--- src/rtl/bus_read_collector.sv ---
// bus_read_collector: sequences one read at a time to all read-mapped slaves and
// collects the first select/data reply, falling back to open-bus fill on timeout.
module bus_read_collector #(
   parameter int NUM_DEV = 4,
   parameter int RESP_WAIT = 2,
   parameter logic [7:0] OPEN_BUS = 8'hFF
) (
   input  logic                 clk,
   input  logic                 rst,
   input  logic                 req_valid,
   output logic                 req_ready,
   input  logic [19:0]          req_addr,
   output logic [19:0]          addr,
   output logic                 rd,
   input  logic [NUM_DEV-1:0]   sel,
   input  logic [8*NUM_DEV-1:0] data,
   output logic                 rsp_valid,
   input  logic                 rsp_ready,
   output logic [7:0]           rsp_data,
   output logic                 rsp_hit,
   output logic                 conflict
);
   localparam int CW = $clog2(RESP_WAIT + 1);
   typedef enum logic [1:0] {S_IDLE, S_STROBE, S_WAIT, S_RESP} state_t;
   state_t state, nxt;
   logic [CW-1:0] cnt;
   logic [7:0] pick;
   logic hit, multi, timeout;
   assign hit = |sel;
   assign multi = |(sel & (sel - NUM_DEV'(1)));
   assign timeout = cnt == CW'(RESP_WAIT - 1);
   // Lowest-index asserted slave wins.
   always_comb begin
      pick = OPEN_BUS;
      for (int k = NUM_DEV - 1; k >= 0; k--) if (sel[k]) pick = data[8*k +: 8];
   end
   always_ff @(posedge clk)
      if (rst) state <= S_IDLE;
      else state <= nxt;
   always_comb begin
      nxt = state == S_IDLE   ? (req_valid ? S_STROBE : S_IDLE) :
            state == S_STROBE ? S_WAIT :
            state == S_WAIT   ? ((hit || timeout) ? S_RESP : S_WAIT) :
                                (rsp_ready ? S_IDLE : S_RESP);
   end
   always_comb begin
      req_ready = state == S_IDLE && !rst;
      rd = state == S_STROBE;
      rsp_valid = state == S_RESP;
   end
   // Replies are only looked at in WAIT; stale selects elsewhere are ignored.
   always_ff @(posedge clk)
      if (rst) begin
         addr <= '0;
         cnt <= '0;
         rsp_data <= '0;
         rsp_hit <= 1'b0;
         conflict <= 1'b0;
      end else begin
         if (state == S_IDLE && req_valid) addr <= req_addr;
         if (state == S_STROBE) cnt <= '0;
         if (state == S_WAIT) begin
            cnt <= cnt + CW'(1);
            if (hit) begin
               rsp_data <= pick;
               rsp_hit <= 1'b1;
               if (multi) conflict <= 1'b1;
            end else if (timeout) begin
               rsp_data <= OPEN_BUS;
               rsp_hit <= 1'b0;
            end
         end
      end
endmodule

--- config.mk ---
export PLATFORM = sky130hd
export DESIGN_NAME = bus_read_collector
export DESIGN_NICKNAME = d
export VERILOG_FILES = /design/src/rtl/bus_read_collector.sv
export SDC_FILE = /design/constraint.sdc
export NUM_CORES = 1
export LEC_CHECK = 0
export ABC_AREA = 1
export BUFFER_PORTS_ARGS = -buffer_cell sky130_fd_sc_hd__buf_2
export CAP_MARGIN = 20
export CORE_ASPECT_RATIO = 0.7
export CORE_MARGIN = 4
export CORE_UTILIZATION = 40
export CTS_CLUSTER_DIAMETER = 40
export DETAILED_ROUTE_END_ITERATION = 10
export PLACE_DENSITY = 0.77
export SLEW_MARGIN = 5
export SYNTH_ARGS = -nofsm -noshare
export SYNTH_HDL_FRONTEND = slang
export SYNTH_SLANG_ARGS = --single-unit
--- constraint.sdc ---
create_clock -name clk -period 1.08 [get_ports clk]
set_input_delay 0.162 -clock clk [delete_from_list [all_inputs] [get_ports clk]]
set_output_delay 0.162 -clock clk [all_outputs]
set_load 0.05 [all_outputs]
**Yosys cells after proc, flatten, opt, wreduce, memory -nomap -nowiden**

Index checks and enable logic that the tools add are counted.

- Bits of input ports: 60
- Word-level logic and storage cells: 40
- Bits in registers: 34
- Output and inout port bits: 33

- Bitwise gates (word level): 1
- Reductions and logical operators: 11
- Muxes and demuxes: 16
- Add/sub/neg operators: 2
- Equal/unequal tests: 4

Operators by type and width:

| kind | number |
|---|---|
| $mux W8 | 6 |
| $mux W2 | 6 |
| $reduce_or A4 Y1 | 2 |
| $and A4 B4 Y4 | 1 |
| $eq A2 B1 Y1 const B | 2 |
| $eq A2 B2 Y1 const B | 2 |
| $mux W1 | 4 |
| $reduce_bool A2 Y1 | 2 |
| $sub A4 B1 Y4 const B | 1 |
| $reduce_and A3 Y1 | 1 |
| $add A2 B1 Y2 const B | 1 |
| $logic_and A1 B1 Y1 | 2 |
| $logic_not A2 Y1 | 1 |
| $reduce_and A2 Y1 | 1 |
| $logic_not A1 Y1 | 1 |
| $logic_or A1 B1 Y1 | 1 |

**Depth between registers and ports, before layout**

Gate-level depths: netlist of run 1.

- Depth in word-level cells: 6
- Depth in mapped cells: 8
- Gate-level depth less buffers: 8

**Worst setup path before layout of run 1**

No wires, ideal clock.

- Kind: register -> output
- Start: register state[0]
- End: output port req_ready
- Data required time: 0.918 ns
- Buffers on the path: 0
- Arrival time: 1.233 ns
- Cell stages (with the launch flop): 5
- Setup slack: -0.315 ns
- Path through: dfxtp_1 > inv_1 > ha_1 > inv_1 > nor2_1

- Longest elaborated chain between the ends: 2

Ends and longest elaborated chain:

| item | line | RTL |
|---|---|---|
| start: declaration | 25 | `state_t state, nxt;` |
| start signal: assignment | 39 | `else state <= nxt;` |
| $logic_not A2 Y1 | 47 | `req_ready = state == S_IDLE && !rst;` |
| $logic_and A1 B1 Y1 | 47 |  |
| end: declaration | 11 | `output logic req_ready,` |

No other way between the ends.

**Worst setup path in the final report of run 1**

- Start: register state[1]
- End: output port req_ready

Same word-level chain as after synthesis.

==> results.toml, run 1 <==
[outcome]
status = "finished with violations"
failed_checks = "negative setup slack"

[grt]
grt_util_all_layers_pct = 18.0
grt_antenna_before_repair = 0
grt_pass1_wl_um = 7490
grt_max_degree = 23
gr-total-overflow = 0
grt_pass1_vias = 1692

[layout]
diodes = 0
area_growth_pct = 65.2
design_area_um2 = 2750
fin_nets = 409
drive_above_1_share_pct = 47.5
layout_commonest_cell = "buf_2"
mostFrequentLayoutCells = "67 x buf_2, 50 x nor2_1, 32 x nand2_1, 31 x dfxtp_1"

[clocking]
clkLatencyLatePin_ps = 280
clk_pin_slew_ps = 70
htree_levels = 2
cts_tree = "done"
cts_root_buffer = "clkbuf_8"
numCtsBuffers = 5
clk_path_buf_depth = 2
clkSinkCount = 34
ctsHoldBuffers = 0

[setup_path]
cp-endpoint = "req_ready"
crit_path_start_kind = "flip-flop"
r2r_slack_ps = -160
startpoint = "state[1]"
ff2ff_path_depth = 8
arrival_ps = 1110
crit_path_end_kind = "output pin"
required_ps = 920
r2r_end = "addr[14]"
r2r-start = "state[1]"
crit_fanout = 3
critPathKind = "flip-flop to output pin"

[place]
gp_congestion = 0.816
placement.cell_area_um2 = 2260
io_buffer_count = 92
dp_slack_ps = -113
hpwl_um = 3500

[flow_run]
drv_cap = 0

[floorplan]
die_w_um = 85.1
start_util_pct = 41.9
rows = 19
io_pins = 93
dieArea_um2 = 5270
die-height_um = 61.9
core_um2 = 3970

[power]
p_per_area_nw_per_um2 = 1400
p_total_w = 0.00385
vdd_drop_max_uv = 1260
cellLeakagePower_nw = 1.33

[sta]
grt_setup_unrepaired = "true"
finalCriticalPeriod_ps = 1270
fin_ws_ps = -194
finClkSkew_ps = 3.29
slew_headroom_pct = 82.4
setup_viol = 35
min_period_over_period_pct = 118
slew_violations = 0
worst_pin_slew_ps = 266
fmax_ghz = 0.785
finalHoldViolCount = 0

[hold_path]
hp-class = "input pin to flip-flop"
hp-start = "req_addr[16]"

[synthesis]
synth_cell_types = 24
syn_nets = 304
yosysWarningCount = 0
avgSynthCellArea_um2 = 6.96
ys_seq_elements = 34
netlist_area_um2 = 1660
syn_inst = 239
synth_top_area_share_pct = 40.9
synth_area_leaders = "dfxtp_1 41%, nor2_1 16%, nand2_1 7.4%"
yosysTopAreaCell = "dfxtp_1"
ys_seq_area_share_pct = 40.9

[drt]
postRouteAntennaNets = 0
drc = 0
drtPass1Iterations = 4
wl_um = 4830
avgRoutedWirePerCell_um = 12.2
vias = 1883
via_per_inst = 4.74
drtIter0Drc = 87
[layout make-up]
cell class	instances	area [um2]
clock buffers	7	86.3
clock inverters	1	5.00
multi-input cells	173	1050
repair buffers	109	767
flip-flops and latches	34	684
inverters	21	88.8
fillers	338	1220
well taps	52	65.1
[layer usage]
layer | part of all wire [%] | routed length [um] | track usage (%)
met1 | 44 | 2130 | 23.1
met2 | 48 | 2330 | 30.6
met3 | 7.1 | 343 | 4.87
met4 | 0.60 | 29 | 4.74
met5 | 0 | 0 | 0
[through the flow]
| stage | std cells | util, % | setup TNS [ps] | hold WS, ps |
|---|---|---|---|---|
| after floorplan | 239 | - | -95.3 | 224 |
| after global placement | 386 | 57.0 | -916 | 407 |
| after detailed placement | 386 | 57.0 | -2110 | 419 |
| after CTS | 397 | 65.9 | -3980 | 112 |
| after global routing | 397 | 69.2 | -6790 | 118 |
| final | 397 | 69.2 | -4200 | 115 |
[Yosys cell counts]
| library cell | instances |
|---|---|
| clkbuf_1 | 4 |
| nor2_4 | 1 |
| nand2_4 | 1 |
| nand3_1 | 11 |
| a21oi_2 | 1 |
| nand3_2 | 1 |
| o211a_1 | 1 |
| inv_4 | 1 |
| buf_2 | 4 |
| nor2_1 | 73 |
| nand2_1 | 33 |
| nand4_1 | 9 |
| dfxtp_1 | 34 |
| a21oi_1 | 4 |
| nor2_8 | 1 |
| o21ai_2 | 1 |
| ha_1 | 5 |
| a211oi_1 | 1 |
| nand2_2 | 2 |
| inv_2 | 1 |
| o21ai_0 | 21 |
| inv_1 | 19 |
| buf_6 | 3 |
| o21ai_1 | 7 |
[cells by family (layout without fill, tap and decap cells)]
family	after synthesis	count (layout)	synth area share [%]
compound gates	36	36	11.7
fa+ha+maj	5	5	3.76
buf+inv	32	138	9.03
simple gates	132	132	34.5
flops	34	34	40.9
[worst max-delay path, stage by stage, from the launching register on]
cell     delay, ps
dfxtp_2        340
inv_2           80
ha_4           150
inv_4           40
nor2_4          80
buf_8          150
[power by group]
part	internal [W]	switching (W)
Combinational	0.000565	0.000862
Clock	0.000514	0.000430
Sequential	0.00138	0.000105
Total	0.00245	0.00140
[registers in the layout, indices dropped and copies added, names as in the netlist]
name      flops
rsp_data      8
addr         20
state         2
rsp_hit       1
cnt           2
conflict      1
[worst min path at each step]
stage               endpoint  slack (ps)  cells past startpoint
floorplan           state[0]         220                      1
global placement    addr[16]         410                      3
detailed placement  addr[12]         420                      3
CTS                  addr[8]         110                      3
global route        addr[16]         120                      3
finish              addr[16]         120                      3
[what timing repair did]
action / in CTS / in global routing
endpoints found under the setup margin: 35 / 49
pin swaps: 2 / 2
cloned: 1 / 0
buffers inserted: 2 / 0
resized for setup: 75 / 50
Power figures use the tool's default switching activity.
==> inputs of run 2 (changes only) <==
--- a/config.mk
+++ b/config.mk
@@ -14,6 +14,7 @@
 export CTS_CLUSTER_DIAMETER = 40
 export DETAILED_ROUTE_END_ITERATION = 10
 export PLACE_DENSITY = 0.77
+export REMOVE_ABC_BUFFERS = 1
 export SLEW_MARGIN = 5
 export SYNTH_ARGS = -nofsm -noshare
 export SYNTH_HDL_FRONTEND = slang
==> run 2 against run 1 <==
The run still ends with negative setup slack left; clock power is 6% higher; core utilization increased by 2.6 points; die area stayed put; first-iteration DRC count up 10%; critical path depth unchanged; count of clock-buffer cells in the layout is the same; combinational power grew 8%; critical endpoint unchanged; largest cell class unchanged.
==> results.toml, run 2 (same netlist as run 1, synthesis figures left out) <==
[sta]
min_period_over_period_pct = 121
finalCriticalPeriod_ps = 1310
grt_setup_unrepaired = "true"
setup_viol = 36
finClkSkew_ps = 7.63
slew_headroom_pct = 83.2
slew_violations = 0
finalHoldViolCount = 0
fin_ws_ps = -226
fmax_ghz = 0.766
worst_pin_slew_ps = 253

[power]
p_per_area_nw_per_um2 = 1410
vdd_drop_max_uv = 1280
cellLeakagePower_nw = 1.37
p_total_w = 0.00402

[floorplan]
die_w_um = 85.1
dieArea_um2 = 5270
start_util_pct = 41.9
core_um2 = 3970
rows = 19
io_pins = 93
die-height_um = 61.9

[clocking]
clk_pin_slew_ps = 80
cts_root_buffer = "clkbuf_8"
clk_path_buf_depth = 2
cts_tree = "done"
clkLatencyLatePin_ps = 290
htree_levels = 2
numCtsBuffers = 5
clkSinkCount = 34

[layout]
layout_commonest_cell = "buf_2"
fin_nets = 417
largest_registers = "addr x20, rsp_data x8"
diodes = 0
largest_reg_flops = 20
regMostFlops = "addr"
mostFrequentLayoutCells = "63 x buf_2, 52 x nor2_1, 31 x nand2_1, 31 x dfxtp_1, 23 x o21ai_1"
fillCellCount = 313
drive_above_1_share_pct = 50.4
area_growth_pct = 71.4
final_util_pct = 71.8

[setup_path]
critical-path-max-stage-delay_ps = 360
critPathKind = "flip-flop to output pin"
r2r-start = "state[1]"
worstPathCellList = "inv_4, ha_4, inv_4, nor2_4, buf_8"
slowest_stage = "dfxtp_4"
required_ps = 920
crit_path_end_kind = "output pin"
crit_fanout = 2
r2r_end = "addr[5]"
crit_path_start_kind = "flip-flop"
crit_top_cell = "inv_4"
arrival_ps = 1140
ff2ff_path_depth = 8
r2r_slack_ps = -180

[hold_path]
hp-start = "req_addr[1]"
whs_path_depth = 3
hold_end = "addr[1]"
hp-class = "input pin to flip-flop"

[flow_run]
drv_cap = 0

[grt]
grt_util_all_layers_pct = 17.8
grt_pass1_vias = 1674
grt_antenna_before_repair = 0
grtUsageMet1_pct = 21.5
use_met2_pct = 29.5
grt_use_met3_pct = 5.53
busiest_layer = "met2"
grt_max_degree = 31
gr-total-overflow = 0
grt_pass1_wl_um = 7330

[drt]
vias = 1968
drtPass1Iterations = 4
wl_um = 6050
drc = 0
drtIter0Drc = 96
postRouteAntennaNets = 0
avgRoutedWirePerCell_um = 14.9
via_per_inst = 4.86

[place]
io_buffer_count = 92
hpwl_um = 3520
gp_congestion = 0.888

[outcome]
failed_checks = "negative setup slack"
status = "finished with violations"
-- run 2: layout make-up --
class	count	area [um2]	share of cell area, %
multi-input combinational	174	1030	36.2
inverter	21	96.3	3.38
tap	52	65.1	2.28
clock inverter	1	5.00	0.176
clock buffer	7	86.3	3.03
sequential	34	687	24.1
timing repair buffer	116	880	30.9
-- run 2: metal layers --
metal | vias up | wire length [um]
li1 | 990 | -
met1 | 892 | 2510
met2 | 70 | 2980
met3 | 16 | 432
met4 | 0 | 129
met5 | - | 0
-- run 2: repair_timing --
item,4_1_cts,5_1_grt
endpoints found under the setup margin,36,51
cloned,0,6
pin swaps,2,11
resized for setup,25,113
buffers inserted,2,5
hold buffers,0,0
-- run 2: worst max-delay path by stage --
stage | start | end | slack, ps | cells after the start
2_1_floorplan | state[0] | addr[0] | -400 | 6
3_3_place_gp | state[1] | addr[10] | -110 | 6
3_5_place_dp | state[1] | addr[12] | -150 | 7
4_1_cts | state[1] | req_ready | -230 | 5
5_1_grt | state[0] | req_ready | -260 | 5
6_report | state[0] | req_ready | -230 | 5
-- run 2: critical path: cells and delay by family, from the launching register on --
kind,cells,cell delay (ps)
simple gates,1,90
buf+inv,3,250
fa+ha+maj,1,150
flops,1,360
-- run 2: metrics by stage --
stage	hold WS (ps)	std cells	cell area [um2]	setup slack [ps]	setup TNS [ps]
2_1_floorplan	224	228	1590	-405	-9730
3_3_place_gp	410	384	2250	-105	-2420
3_5_place_dp	417	384	2250	-149	-3650
4_1_cts	120	394	2430	-229	-3430
5_1_grt	111	405	2850	-265	-6680
6_report	93.9	405	2850	-226	-4780
-- run 2: power by group --
group | total [W] | switching [W] | internal, W
sequential | 0.00147 | 0.0000930 | 0.00137
clock | 0.00100 | 0.000485 | 0.000515
combinational | 0.00155 | 0.000922 | 0.000631
total | 0.00402 | 0.00150 | 0.00252
==> inputs of run 3 (changes only) <==
--- a/config.mk
+++ b/config.mk
@@ -13,6 +13,7 @@
 export CORE_UTILIZATION = 40
 export CTS_CLUSTER_DIAMETER = 40
 export DETAILED_ROUTE_END_ITERATION = 10
+export GPL_TIMING_DRIVEN = 0
 export PLACE_DENSITY = 0.77
 export REMOVE_ABC_BUFFERS = 1
 export SLEW_MARGIN = 5
==> run 3 against run 2 <==
The flow still finishes with violations (negative setup slack); combinational power down 13%; register-to-register slack worse by 70 ps; sequential share of layout area up 2.3 points; sequential power about the same; routed wire length down 7.0%; critical path depth up 2; flip-flop and latch count unchanged; count of clock-buffer cells in the layout unchanged; cell count down 2.2%; first-iteration DRC count up 18%.
==> results.toml, run 3 (same netlist as run 1, synthesis figures left out) <==
[outcome]
status = "finished with violations"
failed_checks = "negative setup slack"

[clocking]
clkLatencyLatePin_ps = 280
numCtsBuffers = 5
cts_tree = "done"
clkSinkCount = 34
ctsHoldBuffers = 0
cts_root_buffer = "clkbuf_8"
clk_pin_slew_ps = 70
htree_levels = 2
clk_path_buf_depth = 2

[layout]
layout_commonest_cell = "buf_2"
regMostFlops = "addr"
mostFrequentLayoutCells = "80 x buf_2, 64 x nor2_1, 31 x dfxtp_1, 28 x nand2_1, 18 x o21ai_0"
drive_above_1_share_pct = 45.9
area_growth_pct = 57.3
fin_nets = 408
diodes = 0
largest_registers = "addr x20, rsp_data x8"
largest_reg_flops = 20
design_area_um2 = 2620
final_util_pct = 65.9

[setup_path]
r2r_slack_ps = -250
crit_path_start_kind = "flip-flop"
required_ps = 1250
arrival_ps = 1490
critPathKind = "flip-flop to flip-flop"
crit_path_end_kind = "flip-flop"
crit_fanout = 6

[floorplan]
dieArea_um2 = 5270
io_pins = 93
start_util_pct = 41.9
die_w_um = 85.1
rows = 19
core_um2 = 3970
die-height_um = 61.9

[sta]
min_period_over_period_pct = 123
finClkSkew_ps = 1.88
slew_violations = 0
grt_setup_unrepaired = "true"
fmax_ghz = 0.754
slew_headroom_pct = 42.4
finalCriticalPeriod_ps = 1330
finalHoldViolCount = 0
fin_ws_ps = -246
tns_ps = -6300
worst_pin_slew_ps = 863
setup_viol = 36

[power]
power_frac_seq_pct = 38.4
vdd_drop_max_uv = 925
clock_power_share_pct = 25.7
cellLeakagePower_nw = 1.27
power.switching_w = 0.00141
p_per_area_nw_per_um2 = 1440
p_int_w = 0.00235
combPwrFrac_pct = 35.9
p_total_w = 0.00376
p_sw_share_pct = 37.6

[drt]
avgRoutedWirePerCell_um = 14.2
drtIter0Drc = 113
wl_um = 5630
postRouteAntennaNets = 0
drc = 0
via_per_inst = 4.88
vias = 1932
drtPass1Iterations = 4

[place]
gp_congestion = 0.766
io_buffer_count = 92
dp_slack_ps = -914
placement.cell_area_um2 = 2120
hpwl_um = 3430

[grt]
grt_pass1_wl_um = 7600
gr-total-overflow = 0
grt_util_all_layers_pct = 18.6
grt_max_degree = 31
grt_pass1_vias = 1624
grt_antenna_before_repair = 0

[hold_path]
hp-class = "input pin to flip-flop"

[flow_run]
drv_cap = 0
run 3: repair_timing:
action,CTS,global route
gates resized for setup,22,56
setup buffers,4,5
hold endpoints to repair,0,0
gates cloned,5,2
pin swaps,3,21
endpoints found under the setup margin,37,41
run 3: cell type report:
| class | count | area (um2) |
|---|---|---|
| fill | 341 | 1360 |
| multi-input combinational | 176 | 1030 |
| clock buffer | 7 | 86.3 |
| clock inverter | 1 | 5.00 |
| timing repair buffer | 102 | 626 |
| sequential | 34 | 689 |
| tap | 52 | 65.1 |
| inverter | 21 | 92.6 |
| timing repair inverter | 3 | 22.5 |
run 3: path summary, 6_finish.rpt:
check              startpoint       end  depth (start not counted)
setup / recovery     state[1]  addr[19]                          7
hold / removal    req_addr[1]   addr[1]                          3
setup reg to reg     state[1]  addr[19]                          7
hold reg to reg      conflict  conflict                          2
run 3: power groups by stage:
| stage | combinational, W | sequential (W) | clock [W] |
|---|---|---|---|
| floorplan | 0.000357 | 0.00181 | 0 |
| CTS | 0.00117 | 0.00143 | 0.000979 |
| finish | 0.00135 | 0.00144 | 0.000966 |
| global route | 0.00144 | 0.00146 | 0.00104 |
| global placement | 0.00102 | 0.00145 | 0 |
| detailed placement | 0.00104 | 0.00146 | 0 |
run 3: routing by layer:
| metal | GRT usage, % | wire, um | vias up |
|---|---|---|---|
| li1 | - | - | 979 |
| met1 | 24.2 | 2310 | 870 |
| met2 | 29.5 | 2790 | 78 |
| met3 | 5.93 | 475 | 5 |
| met4 | 7.00 | 51 | 0 |
| met5 | 0 | 0 | - |
run 3: through the flow:
step                std cells  hold WS (ps)
floorplan                 228           224
global placement          372           409
detailed placement        372           409
CTS                       389           114
global route              396           140
finish                    396           125
run 3: worst max-delay path, cell delays in order, from the launching register on:
cell        delay (ps)
dfxtp_4            370
inv_4               40
ha_4               170
buf_8              130
nand2_8            100
clkinvlp_4         180
nor2_1             140
nor2_1              60
